$ cat src/rtl/key_emu_pkg.sv
// Shared types and helpers for the keypad matrix emulator.
package key_emu_pkg;

  typedef enum logic [2:0] {
    IDLE       = 3'd0,
    BOUNCE_IN  = 3'd1,
    HOLD       = 3'd2,
    BOUNCE_OUT = 3'd3,
    GAP        = 3'd4
  } state_t;

  localparam logic [3:0] IDLE_ROW = 4'b1111;

  // Clock cycles per millisecond, never less than one.
  function automatic int cycles_per_ms(input int clk_hz);
    return (clk_hz / 1000 < 1) ? 1 : clk_hz / 1000;
  endfunction

  function automatic int at_least_one(input int v);
    return (v < 1) ? 1 : v;
  endfunction

endpackage

$ cat src/rtl/ms_tick_gen.sv
// Clearable prescaler: one-cycle tick every CYCLES clocks, restarted by clear.
module ms_tick_gen #(
  parameter int CYCLES = 50000
) (
  input  logic clk,
  input  logic rst_n,
  input  logic clear,
  output logic tick
);

  localparam int CW = (CYCLES > 1) ? $clog2(CYCLES) : 1;

  logic [CW-1:0] count;

  assign tick = (count == CW'(CYCLES - 1));

  always_ff @(posedge clk or negedge rst_n) begin
    if (!rst_n) begin
      count <= '0;
    end else if (clear || tick) begin
      count <= '0;
    end else begin
      count <= count + CW'(1);
    end
  end

endmodule

$ cat src/rtl/key_matrix_emu.sv
// 4x4 passive keypad emulator: timed key press with optional contact bounce.
// Bounce phases are built only when KEY_EMU_BOUNCE_EN is defined.
module key_matrix_emu
  import key_emu_pkg::*;
#(
  parameter int CLK_HZ     = 50_000_000,
  parameter int PRESS_MS   = 50,
  parameter int RELEASE_MS = 30,
  parameter int BOUNCE_MS  = 5
) (
  input  logic       clk,
  input  logic       rst_n,
  input  logic [3:0] col,
  input  logic       key_valid,
  input  logic [3:0] key_code,
  output logic       key_ready,
  output logic [3:0] row,
  output logic       busy,
  output logic       done
);

  localparam int CYC       = cycles_per_ms(CLK_HZ);
  localparam int PRESS_L   = at_least_one(PRESS_MS);
  localparam int RELEASE_L = at_least_one(RELEASE_MS);
  localparam int BOUNCE_L  = at_least_one(BOUNCE_MS);
  localparam int MAX_PR    = (PRESS_L > RELEASE_L) ? PRESS_L : RELEASE_L;
  localparam int MAX_MS    = (MAX_PR > BOUNCE_L) ? MAX_PR : BOUNCE_L;
  localparam int MS_W      = (MAX_MS > 1) ? $clog2(MAX_MS) : 1;

  state_t          state;
  logic [3:0]      code;
  logic [MS_W-1:0] ms_cnt;
  logic [MS_W-1:0] phase_last;
  logic            accept;
  logic            ms_tick;
  logic            phase_end;
  logic            contact;

  assign accept    = key_valid && key_ready;
  assign phase_end = ms_tick && (ms_cnt == phase_last);

  // Prescaler restarts on accept so every phase is a whole number of ms.
  ms_tick_gen #(
    .CYCLES(CYC)
  ) u_tick (
    .clk  (clk),
    .rst_n(rst_n),
    .clear(accept),
    .tick (ms_tick)
  );

  always_comb begin
    phase_last = '0;
    case (state)
      BOUNCE_IN, BOUNCE_OUT: phase_last = MS_W'(BOUNCE_L - 1);
      HOLD:                  phase_last = MS_W'(PRESS_L - 1);
      GAP:                   phase_last = MS_W'(RELEASE_L - 1);
      default:               phase_last = '0;
    endcase
  end

  always_ff @(posedge clk or negedge rst_n) begin
    if (!rst_n) begin
      state     <= IDLE;
      code      <= '0;
      ms_cnt    <= '0;
      key_ready <= 1'b1;
      busy      <= 1'b0;
      done      <= 1'b0;
    end else begin
      done <= 1'b0;
      case (state)
        IDLE: begin
          if (accept) begin
            code      <= key_code;
            ms_cnt    <= '0;
            key_ready <= 1'b0;
            busy      <= 1'b1;
`ifdef KEY_EMU_BOUNCE_EN
            state     <= BOUNCE_IN;
`else
            state     <= HOLD;
`endif
          end
        end
`ifdef KEY_EMU_BOUNCE_EN
        BOUNCE_IN: begin
          if (phase_end) begin
            ms_cnt <= '0;
            state  <= HOLD;
          end else if (ms_tick) begin
            ms_cnt <= ms_cnt + MS_W'(1);
          end
        end
        BOUNCE_OUT: begin
          if (phase_end) begin
            ms_cnt <= '0;
            state  <= GAP;
          end else if (ms_tick) begin
            ms_cnt <= ms_cnt + MS_W'(1);
          end
        end
`endif
        HOLD: begin
          if (phase_end) begin
            ms_cnt <= '0;
`ifdef KEY_EMU_BOUNCE_EN
            state  <= BOUNCE_OUT;
`else
            state  <= GAP;
`endif
          end else if (ms_tick) begin
            ms_cnt <= ms_cnt + MS_W'(1);
          end
        end
        GAP: begin
          if (phase_end) begin
            ms_cnt    <= '0;
            state     <= IDLE;
            done      <= 1'b1;
            key_ready <= 1'b1;
            busy      <= 1'b0;
          end else if (ms_tick) begin
            ms_cnt <= ms_cnt + MS_W'(1);
          end
        end
        default: begin
          state     <= IDLE;
          ms_cnt    <= '0;
          key_ready <= 1'b1;
          busy      <= 1'b0;
        end
      endcase
    end
  end

  // Bounce: entering edge is closed on even ms, leaving edge closed on odd ms.
  always_comb begin
    contact = 1'b0;
    case (state)
      BOUNCE_IN:  contact = ~ms_cnt[0];
      HOLD:       contact = 1'b1;
      BOUNCE_OUT: contact = ms_cnt[0];
      default:    contact = 1'b0;
    endcase
  end

  always_comb begin
    row = IDLE_ROW;
    if (contact) begin
      row[code[3:2]] = col[code[1:0]];
    end
  end

endmodule

$ cat config.mk
export PLATFORM = sky130hd
export DESIGN_NAME = key_matrix_emu
export DESIGN_NICKNAME = d
export VERILOG_FILES = /design/src/rtl/key_emu_pkg.sv /design/src/rtl/ms_tick_gen.sv /design/src/rtl/key_matrix_emu.sv
export SDC_FILE = /design/constraint.sdc
export NUM_CORES = 1
export LEC_CHECK = 0
export CORE_MARGIN = 2
export CORE_UTILIZATION = 45
export CTS_CLUSTER_SIZE = 10
export DETAILED_ROUTE_END_ITERATION = 16
export HOLD_SLACK_MARGIN = 0.05
export PLACE_DENSITY = 0.64
export SYNTH_ARGS = -nofsm -noshare
export SYNTH_HDL_FRONTEND = slang
export SYNTH_SLANG_ARGS = --single-unit
$ cat constraint.sdc
create_clock -name clk -period 3.2 [get_ports clk]
set_input_delay 0.48 -clock clk [delete_from_list [all_inputs] [get_ports clk]]
set_output_delay 0.48 -clock clk [all_outputs]
set_load 0.1 [all_outputs]
==> impl_metrics.csv, run 1 <==
group,metric,value,unit
yosys,synthCells,192,
routing,antenna_left,0,
yosys,synthTopCellsByCount,"dfrtp_1 (30), nor2_1 (20), nand2_1 (17), xnor2_1 (10), inv_1 (9)",
cells_and_area,fillers,356,
global_route,grt_pass1_vias,1559,
timing,slew_headroom,34.9,%
placed_design,dp.cells,254,
clock_tree,cts-root-buf,"clkbuf_8",
worst_setup_path,path_buf_inv,2,
worst_setup_path,start_kind,"input pin",
worst_setup_path,cp_cell_sequence,"clkdlybuf4s50_1, mux4_2, nor2b_1, nor2b_1, nand2b_1, buf_4",
worst_setup_path,cp_max_fo,3,
power_and_ir_drop,ir_drop,0.183,mV
floorplanning,rows,23,
clock_tree,cts_buffers,5,
clock_tree,cts_hold_buf,0,
routing,drc,0,
routing,post_drt_wl_per_cell,15.1,µm
timing,hold_viol_final,0,
worst_setup_path,rr_endpoint,"state[1]",
yosys,post-synth-top-area-cell,"dfrtp_1",
cells_and_area,fin_cells,262,
placed_design,io_buffer_count,17,
global_route,gr-total-overflow,0,
worst_setup_path,cpMaxStageDelayCell,"mux4_2",
worst_setup_path,crit_start,"col[1]",
cells_and_area,n_antenna_cell,0,
timing,finalSetupTns,0,ps
yosys,syn-num-nets,208,
yosys,syn_avg_cell_area,9.70,µm²
yosys,yosysTopAreaCellShare,40.3,%
yosys,synthArstFlopShare,100,%
floorplanning,start_util,46.5,%
worst_setup_path,timing.reg2reg.setup_slack,1010,ps
routing,viasPerCell,5.76,
yosys,synth.area.top_cells,"dfrtp_1 (40%), xnor2_1 (4.7%), nor2_1 (4.0%)",
floorplanning,die_h,68.3,µm
clock_tree,ctsResizeCount,0,
yosys,yosys_warnings,0,
clock_tree,clock_sinks,31,
flow_run,drv_cap,0,
yosys,ys.flop_type,"dfrtp_1",
yosys,yosys.cell_count.top_type,"dfrtp_1",
worst_setup_path,worstSetupPathType,"input pin to output port",
clock_tree,ctsLongestPathBuffers,2,
global_route,grt_usage,19.6,%
floorplanning,pin_count,18,
status,status,"finished, final reports clean",
timing,maxSlewViolCount,0,
clock_tree,htreeDepth,2,
cells_and_area,stdcell_area,2180,µm²
worst_setup_path,cp-end-kind,"output port",
yosys,ys_seq_elements,31,
cells_and_area,drive_above_1_share,13.7,%
clock_tree,clk_pin_slew,60,ps
cells_and_area,utilization,54.5,%
timing,finalClockSkew,4.41,ps
clock_tree,clk-insertion-delay-late,280,ps
global_route,grt_first_pass_wirelength,6.87,mm
global_route,antenna_found_initial,0,
floorplanning,core_area,4000,µm²
routing,drtIter0Drc,96,
hold_path,hold_class,"flip-flop to flip-flop",
worst_setup_path,path_delay_family,"buffers and inverters",
power_and_ir_drop,p_per_area,375,nW/µm²
clock_tree,cts_setup_buffers,0,
placed_design,placed_area,2060,µm²
cells_and_area,register_area,777,µm²
floorplanning,die_area,4670,µm²
timing,timing.final.crit_share,79.6,%
yosys,netlist_area,1860,µm²
power_and_ir_drop,p_leak,0.877,nW
power_and_ir_drop,power,0.818,mW
timing,worst_pin_slew,974,ps
placed_design,place.gp.congestion,0.822,
placed_design,dp_hpwl,2.92,mm
global_route,grt_max_degree,32,
cells_and_area,multiInputGateArea,1020,µm²
clock_tree,cts_tree,"yes",
worst_setup_path,crit_path_frequent_cell,"nor2b_1",
floorplanning,die_w,68.3,µm
cells_and_area,syn2layout_area_growth,17.0,%
worst_setup_path,reg2reg_depth,6,
worst_setup_path,max_stage_delay,440,ps
routing,vias,1508,
timing,layout_min_cycle_time,2550,ps
worst_setup_path,setup.worst_path.end,"row[0]",
routing,wl,3.95,mm
yosys,ys_types,52,
yosys,synth_edf_count,0,
timing,rsz0062_at_grt,"false",
timing,fmax,393,MHz
timing,setup_viol,0,
yosys,yosysSeqAreaShare,41.7,%
worst_setup_path,cp.arrival,2070,ps
cells_and_area,fin_nets,227,
routing,dr.pass1.iters,4,
worst_setup_path,crit_cells,6,
worst_setup_path,worstReg2RegStart,"state[1]",
worst_setup_path,critPathRequiredTime,2720,ps
area by class of cell:
| type | instances | share of cell area, % |
|---|---|---|
| tap | 50 | 2.87 |
| clock inverter | 2 | 1.61 |
| clock buffer | 6 | 3.79 |
| inverter | 9 | 1.55 |
| sequential | 31 | 35.7 |
| multi-input combinational | 146 | 46.9 |
| timing repair buffer | 18 | 7.58 |
flip-flops by register name, summed over array words and instances, names as in the netlist:
name	cells
busy	1
code	4
done	1
key_ready	1
ms_cnt	6
state	2
u_tick.count	16
layout by cell type, fill, tap and decap left out, types with 3 or more instances in the layout:
master | synthesis | final
a21oi_1 | 5 | 5
a2bb2oi_1 | 3 | 3
and3_1 | 6 | 6
buf_4 | 0 | 6
clkbuf_8 | 0 | 6
clkdlybuf4s50_1 | 0 | 12
dfrtp_1 | 30 | 30
ha_1 | 5 | 5
inv_1 | 9 | 9
mux2_2 | 4 | 4
nand2_1 | 17 | 17
nand2b_1 | 3 | 3
nand3_1 | 6 | 6
nand4_1 | 4 | 4
nor2_1 | 20 | 20
nor3_1 | 7 | 7
nor4_1 | 4 | 4
o21ai_0 | 4 | 4
o21ai_1 | 3 | 3
o31ai_1 | 4 | 4
or4_1 | 3 | 3
xnor2_1 | 10 | 10
per-layer routing:
| layer | track usage (%) | vias up | wire length [µm] |
|---|---|---|---|
| met5 | 0 | - | 0 |
| met4 | 11.0 | 0 | 119 |
| met3 | 4.61 | 15 | 121 |
| met2 | 32.0 | 31 | 1980 |
| met1 | 23.6 | 727 | 1730 |
| li1 | - | 735 | - |
worst min-delay path by stage:
| stage | slack [ps] | endpoint | startpoint | depth (start not counted) |
|---|---|---|---|---|
| after floorplan | 180 | busy | rst_n | 0 |
| after global placement | 500 | code[1] | code[1] | 1 |
| final | 520 | u_tick.count[0] | u_tick.count[0] | 1 |
| after detailed placement | 520 | u_tick.count[0] | u_tick.count[0] | 1 |
| after CTS | 530 | u_tick.count[0] | u_tick.count[0] | 1 |
| after global routing | 560 | u_tick.count[0] | u_tick.count[0] | 1 |
metrics by stage:
step	hold slack, ps	worst slack [ps]
2_1_floorplan	184	873
3_3_place_gp	503	728
3_5_place_dp	521	671
4_1_cts	531	639
5_1_grt	556	562
6_report	524	654
cells by family after synthesis:
logic type / count (synthesis) / synth area share, %
mux: 8 / 5.31
fa+ha+maj: 5 / 3.36
buf+inv: 15 / 3.36
compound gates: 32 / 12.4
simple gates: 89 / 28.2
xor+xnor: 12 / 5.65
flops: 31 / 41.7
report_power, final:
part | switching [mW] | internal [mW]
Clock | 0.151 | 0.252
Combinational | 0.0105 | 0.0125
Sequential | 0 | 0.392
Total | 0.162 | 0.656
Note: power is estimated with default switching activity, not from simulation.
==> run 2, diff against run 1 <==
clock period = 2.4 ns   (was 3.2 ns; I/O delays follow)
==> run 2 against run 1 <==
Compared with the run above:
- first-iteration DRC count shrank 39%
- clock skew grew 2.9 ps
- via count grew 0.73%
- utilization grew 1.2 points
- worst setup slack lost 500 ps
- die area is the same
- critical endpoint unchanged
- largest power group unchanged
==> impl_metrics.csv, run 2 (same netlist as run 1, synthesis figures left out) <==
group,metric,value,unit
cells_and_area,fin_nets,227,
floorplanning,die_w,68.3,µm
worst_setup_path,worstReg2RegStart,"state[1]",
timing,setup_viol,0,
cells_and_area,stdcell_area,2230,µm²
worst_setup_path,critPathRequiredTime,2040,ps
cells_and_area,top_regs,"u_tick.count x16, ms_cnt x6, code x4",
clock_tree,clock_sinks,31,
cells_and_area,multiInputGateArea,1020,µm²
placed_design,placed_area,2110,µm²
worst_setup_path,start_kind,"input pin",
timing,slew_headroom,47.3,%
timing,finalClockSkew,7.33,ps
cells_and_area,drive_above_1_share,15.1,%
cells_and_area,fillers,349,
routing,wl,3.90,mm
power_and_ir_drop,ir_drop,0.307,mV
power_and_ir_drop,power,1.09,mW
global_route,grt_first_pass_wirelength,6.49,mm
timing,maxSlewViolCount,0,
cells_and_area,syn2layout_area_growth,19.6,%
clock_tree,clk_pin_slew,70,ps
clock_tree,cts_setup_buffers,0,
routing,drc,0,
clock_tree,cts_buffers,5,
global_route,grt_pass1_vias,1448,
global_route,grt_max_degree,32,
cells_and_area,register_area,777,µm²
global_route,antenna_found_initial,0,
timing,hold_viol_final,0,
status,status,"finished, final reports clean",
worst_setup_path,cp.arrival,1890,ps
floorplanning,core_area,4000,µm²
cells_and_area,final_common_cell,"dfrtp_1",
global_route,grt_usage,19.2,%
worst_setup_path,cpMaxStageDelayCell,"mux4_2",
timing,rsz0062_at_grt,"false",
worst_setup_path,rr_endpoint,"state[1]",
worst_setup_path,cp-end-kind,"output port",
placed_design,place.gp.congestion,0.849,
clock_tree,htreeDepth,2,
timing,worst_pin_slew,790,ps
worst_setup_path,crit_start,"col[2]",
cells_and_area,final_cell_mix,"dfrtp_1 (30), nor2_1 (20), nand2_1 (17), xnor2_1 (10), clkdlybuf4s50_1 (10)",
timing,finalSetupTns,0,ps
timing,timing.final.crit_share,93.6,%
worst_setup_path,timing.reg2reg.setup_slack,190,ps
worst_setup_path,setup.worst_path.end,"row[0]",
clock_tree,clk-insertion-delay-late,290,ps
routing,dr.pass1.iters,4,
floorplanning,rows,23,
placed_design,dp_hpwl,2.78,mm
routing,post_drt_wl_per_cell,14.9,µm
floorplanning,die_h,68.3,µm
worst_setup_path,cp_max_fo,3,
worst_setup_path,max_stage_delay,450,ps
floorplanning,die_area,4670,µm²
floorplanning,start_util,46.5,%
cells_and_area,n_antenna_cell,0,
timing,fmax,445,MHz
placed_design,io_buffer_count,17,
timing,layout_min_cycle_time,2250,ps
hold_path,hold_class,"input pin to async pin",
cells_and_area,utilization,55.6,%
timing,fin_hold_ws,453,ps
cells_and_area,largest_reg_flops,16,
routing,viasPerCell,5.80,
power_and_ir_drop,p_per_area,491,nW/µm²
clock_tree,cts_tree,"yes",
worst_setup_path,worstSetupPathType,"input pin to output port",
routing,drtIter0Drc,59,
power_and_ir_drop,p_leak,0.906,nW
flow_run,drv_cap,0,
routing,vias,1519,
global_route,gr-total-overflow,0,
clock_tree,cts_hold_buf,0,
floorplanning,pin_count,18,
clock_tree,ctsLongestPathBuffers,2,
clock_tree,cts-root-buf,"clkbuf_8",
worst_setup_path,crit_path_frequent_cell,"nor2b_1",
worst_setup_path,reg2reg_depth,6,
routing,antenna_left,0,
worst_setup_path,cp_cell_sequence,"clkdlybuf4s50_1, mux4_2, nor2b_1, nor2b_1, nand2b_1, buf_12",
cells_and_area,max_flop_register,"u_tick.count",
[run 2: changes by cell type in the layout (fill, tap and decap cells not counted), sizes merged]
cell,previous run,this run
clkdlybuf4s50,12,10
buf,6,8
[run 2: repair_timing]
item,4_1_cts,5_1_grt
hold endpoints to repair,0,0
resized for setup,0,1
setup endpoints to repair,0,1
[run 2: final cells by class]
| class | instances | area share (%) |
|---|---|---|
| multi-input combinational | 146 | 46.0 |
| inverter | 9 | 1.52 |
| tap | 50 | 2.81 |
| sequential | 31 | 34.9 |
| clock buffer | 6 | 3.71 |
| timing repair buffer | 18 | 9.44 |
| clock inverter | 2 | 1.57 |
[run 2: critical path, delay by kind of cell]
kind | cells | cell delay (ps)
muxes | 1 | 450
buffers and inverters | 2 | 580
and+or+nand+nor | 3 | 490
[run 2: through the flow]
stage	instances	setup WS, ps
floorplan	192	290
global placement	254	185
detailed placement	254	140
CTS	262	124
global route	262	48.1
finish	262	154
[run 2: layer usage]
layer	share of wire (%)	track usage [%]	routed length (µm)	vias to the layer above
li1	-	-	-	739
met1	43	22.8	1670	737
met2	51	31.9	2000	35
met3	3.7	4.28	144	8
met4	2.3	10.5	90	0
met5	0	0	0	-
[run 2: worst min path at each step]
| stage | slack, ps | startpoint | depth (start not counted) | end |
|---|---|---|---|---|
| floorplan | 60 | rst_n | 0 | busy |
| global placement | 500 | code[1] | 1 | code[1] |
| detailed placement | 510 | code[1] | 1 | code[1] |
| CTS | 480 | rst_n | 2 | done |
| global route | 500 | rst_n | 2 | u_tick.count[14] |
| finish | 450 | rst_n | 2 | u_tick.count[14] |
[run 2: power by group]
group | internal, mW | leakage [nW] | total [mW] | switching (mW)
registers | 0.523 | 0.399 | 0.523 | 0
logic | 0.0166 | 0.445 | 0.0302 | 0.0136
clock network | 0.336 | 0.0612 | 0.540 | 0.204
total | 0.875 | 0.906 | 1.09 | 0.218
==> run 3, diff against run 2 <==
clock period = 2.3 ns   (was 2.4 ns; I/O delays follow)
==> run 3 against run 2 <==
Compared with the run above:
- non-clock buffer count stayed put
- register-to-register slack hardly changed
- routed wire length is 2.3% higher
- total power is 4.0% higher
- critical endpoint unchanged
- largest power group unchanged
- count of clock-buffer cells in the layout stayed put
- worst hold slack better by 1.7 ps
- critical path type unchanged
- final cell count stayed put
- utilization is 0.41 points higher
==> impl_metrics.csv, run 3 (same netlist as run 1, synthesis figures left out) <==
group,metric,value,unit
timing,slew_headroom,52.3,%
clock_tree,cts_setup_buffers,0,
routing,drc,0,
cells_and_area,drive_above_1_share,16.5,%
routing,wl,3.99,mm
clock_tree,cts_tree,"yes",
worst_setup_path,path_buf_inv,2,
hold_path,hold_class,"input pin to async pin",
floorplanning,core_area,4000,µm²
cells_and_area,max_flop_register,"u_tick.count",
cells_and_area,syn2layout_area_growth,20.4,%
floorplanning,pin_count,18,
cells_and_area,n_antenna_cell,0,
power_and_ir_drop,ir_drop,0.400,mV
cells_and_area,utilization,56.1,%
placed_design,dp_hpwl,2.81,mm
timing,finalSetupTns,0,ps
cells_and_area,fillers,353,
timing,hold_viol_final,0,
worst_setup_path,cp_max_fo,3,
floorplanning,die_h,68.3,µm
flow_run,drv_cap,0,
routing,drtIter0Drc,73,
timing,fmax,461,MHz
worst_setup_path,rr_endpoint,"state[1]",
cells_and_area,final_common_cell,"dfrtp_1",
worst_setup_path,critPathRequiredTime,1960,ps
worst_setup_path,max_stage_delay,460,ps
clock_tree,htreeDepth,2,
cells_and_area,final_cell_mix,"dfrtp_1 (30), nor2_1 (20), nand2_1 (17), xnor2_1 (10), clkdlybuf4s50_1 (10)",
timing,rsz0062_at_grt,"false",
worst_setup_path,path_delay_family,"buffers and inverters",
global_route,grt_usage,19.9,%
global_route,grt_pass1_vias,1553,
worst_setup_path,cp.arrival,1820,ps
timing,layout_setup_ws,133,ps
cells_and_area,top_regs,"u_tick.count x16, ms_cnt x6, code x4",
floorplanning,die_w,68.3,µm
cells_and_area,largest_reg_flops,16,
placed_design,placed_area,2110,µm²
routing,antenna_left,0,
clock_tree,clock_sinks,31,
power_and_ir_drop,p_per_area,507,nW/µm²
timing,maxSlewViolCount,0,
timing,setup_viol,0,
worst_setup_path,cpMaxStageDelayCell,"mux4_2",
cells_and_area,fin_nets,227,
routing,post_drt_wl_per_cell,15.2,µm
timing,timing.final.crit_share,94.2,%
global_route,antenna_found_initial,0,
clock_tree,ctsLongestPathBuffers,2,
timing,layout_min_cycle_time,2170,ps
clock_tree,clk-insertion-delay-late,290,ps
routing,vias,1516,
global_route,gr-total-overflow,0,
worst_setup_path,worstSetupPathType,"input pin to output port",
clock_tree,cts-root-buf,"clkbuf_8",
worst_setup_path,start_kind,"input pin",
placed_design,place.gp.congestion,0.854,
worst_setup_path,cp-end-kind,"output port",
clock_tree,clk_pin_slew,70,ps
timing,fin_hold_ws,455,ps
worst_setup_path,cp_cell_sequence,"clkdlybuf4s50_1, mux4_2, nor2b_2, nor2b_1, nand2b_1, buf_12",
clock_tree,cts_buffers,5,
worst_setup_path,reg2reg_depth,6,
global_route,grt_max_degree,32,
status,status,"finished, final reports clean",
routing,dr.pass1.iters,4,
worst_setup_path,timing.reg2reg.setup_slack,180,ps
timing,worst_pin_slew,714,ps
timing,finalClockSkew,6.71,ps
worst_setup_path,worstReg2RegStart,"state[1]",
power_and_ir_drop,p_leak,0.913,nW
placed_design,pre_cts_slack,86.2,ps
global_route,grt_first_pass_wirelength,6.82,mm
floorplanning,die_area,4670,µm²
floorplanning,rows,23,
placed_design,io_buffer_count,17,
floorplanning,start_util,46.5,%
cells_and_area,stdcell_area,2240,µm²
clock_tree,cts_hold_buf,0,
routing,viasPerCell,5.79,
-- run 3: cell types whose count changed in the layout (fill, tap and decap cells not counted) --
cell	change
o22ai_1	-1
o41ai_1	-1
nor2b_1	-1
o22ai_2	+1
o41ai_2	+1
nor2b_2	+1
-- run 3: worst max path at each step --
stage | start | to | depth (start not counted) | slack, ps
final | col[0] | row[0] | 6 | 130
after floorplan | code[0] | row[3] | 3 | 200
after detailed placement | col[2] | row[0] | 6 | 90
after CTS | state[2] | row[0] | 6 | 60
after global placement | col[3] | row[0] | 6 | 120
after global routing | state[1] | busy | 6 | 8
-- run 3: per-layer routing --
metal	part of all wire [%]	wire length, µm	global-route usage [%]
met1	45	1780	24.1
met2	51	2040	32.8
met3	2.8	110	4.11
met4	1.4	55	10.8
met5	0	0	0
-- run 3: what timing repair did --
item,CTS,global route
hold endpoints to repair,0,0
resized for setup,0,4
setup endpoints to repair,0,10
-- run 3: report_power, final --
group | total [mW] | leakage (nW) | switching, mW | internal, mW
clock network | 0.559 | 0.0612 | 0.209 | 0.350
logic | 0.0320 | 0.452 | 0.0147 | 0.0173
registers | 0.545 | 0.399 | 0 | 0.545
total | 1.14 | 0.913 | 0.224 | 0.913
-- run 3: cell type report --
type,instances,area [µm²],area share [%]
Tap cell,50,62.6,2.79
Clock buffer,6,82.6,3.68
Timing Repair Buffer,18,210,9.38
Clock inverter,2,35.0,1.56
Sequential cell,31,777,34.7
Multi-Input combinational cell,146,1040,46.4
Inverter,9,33.8,1.51
-- run 3: per-stage QoR --
step	power, mW	cells
2_1_floorplan	0.558	192
3_3_place_gp	0.587	254
3_5_place_dp	0.588	254
4_1_cts	1.15	262
5_1_grt	1.18	262
6_report	1.14	262
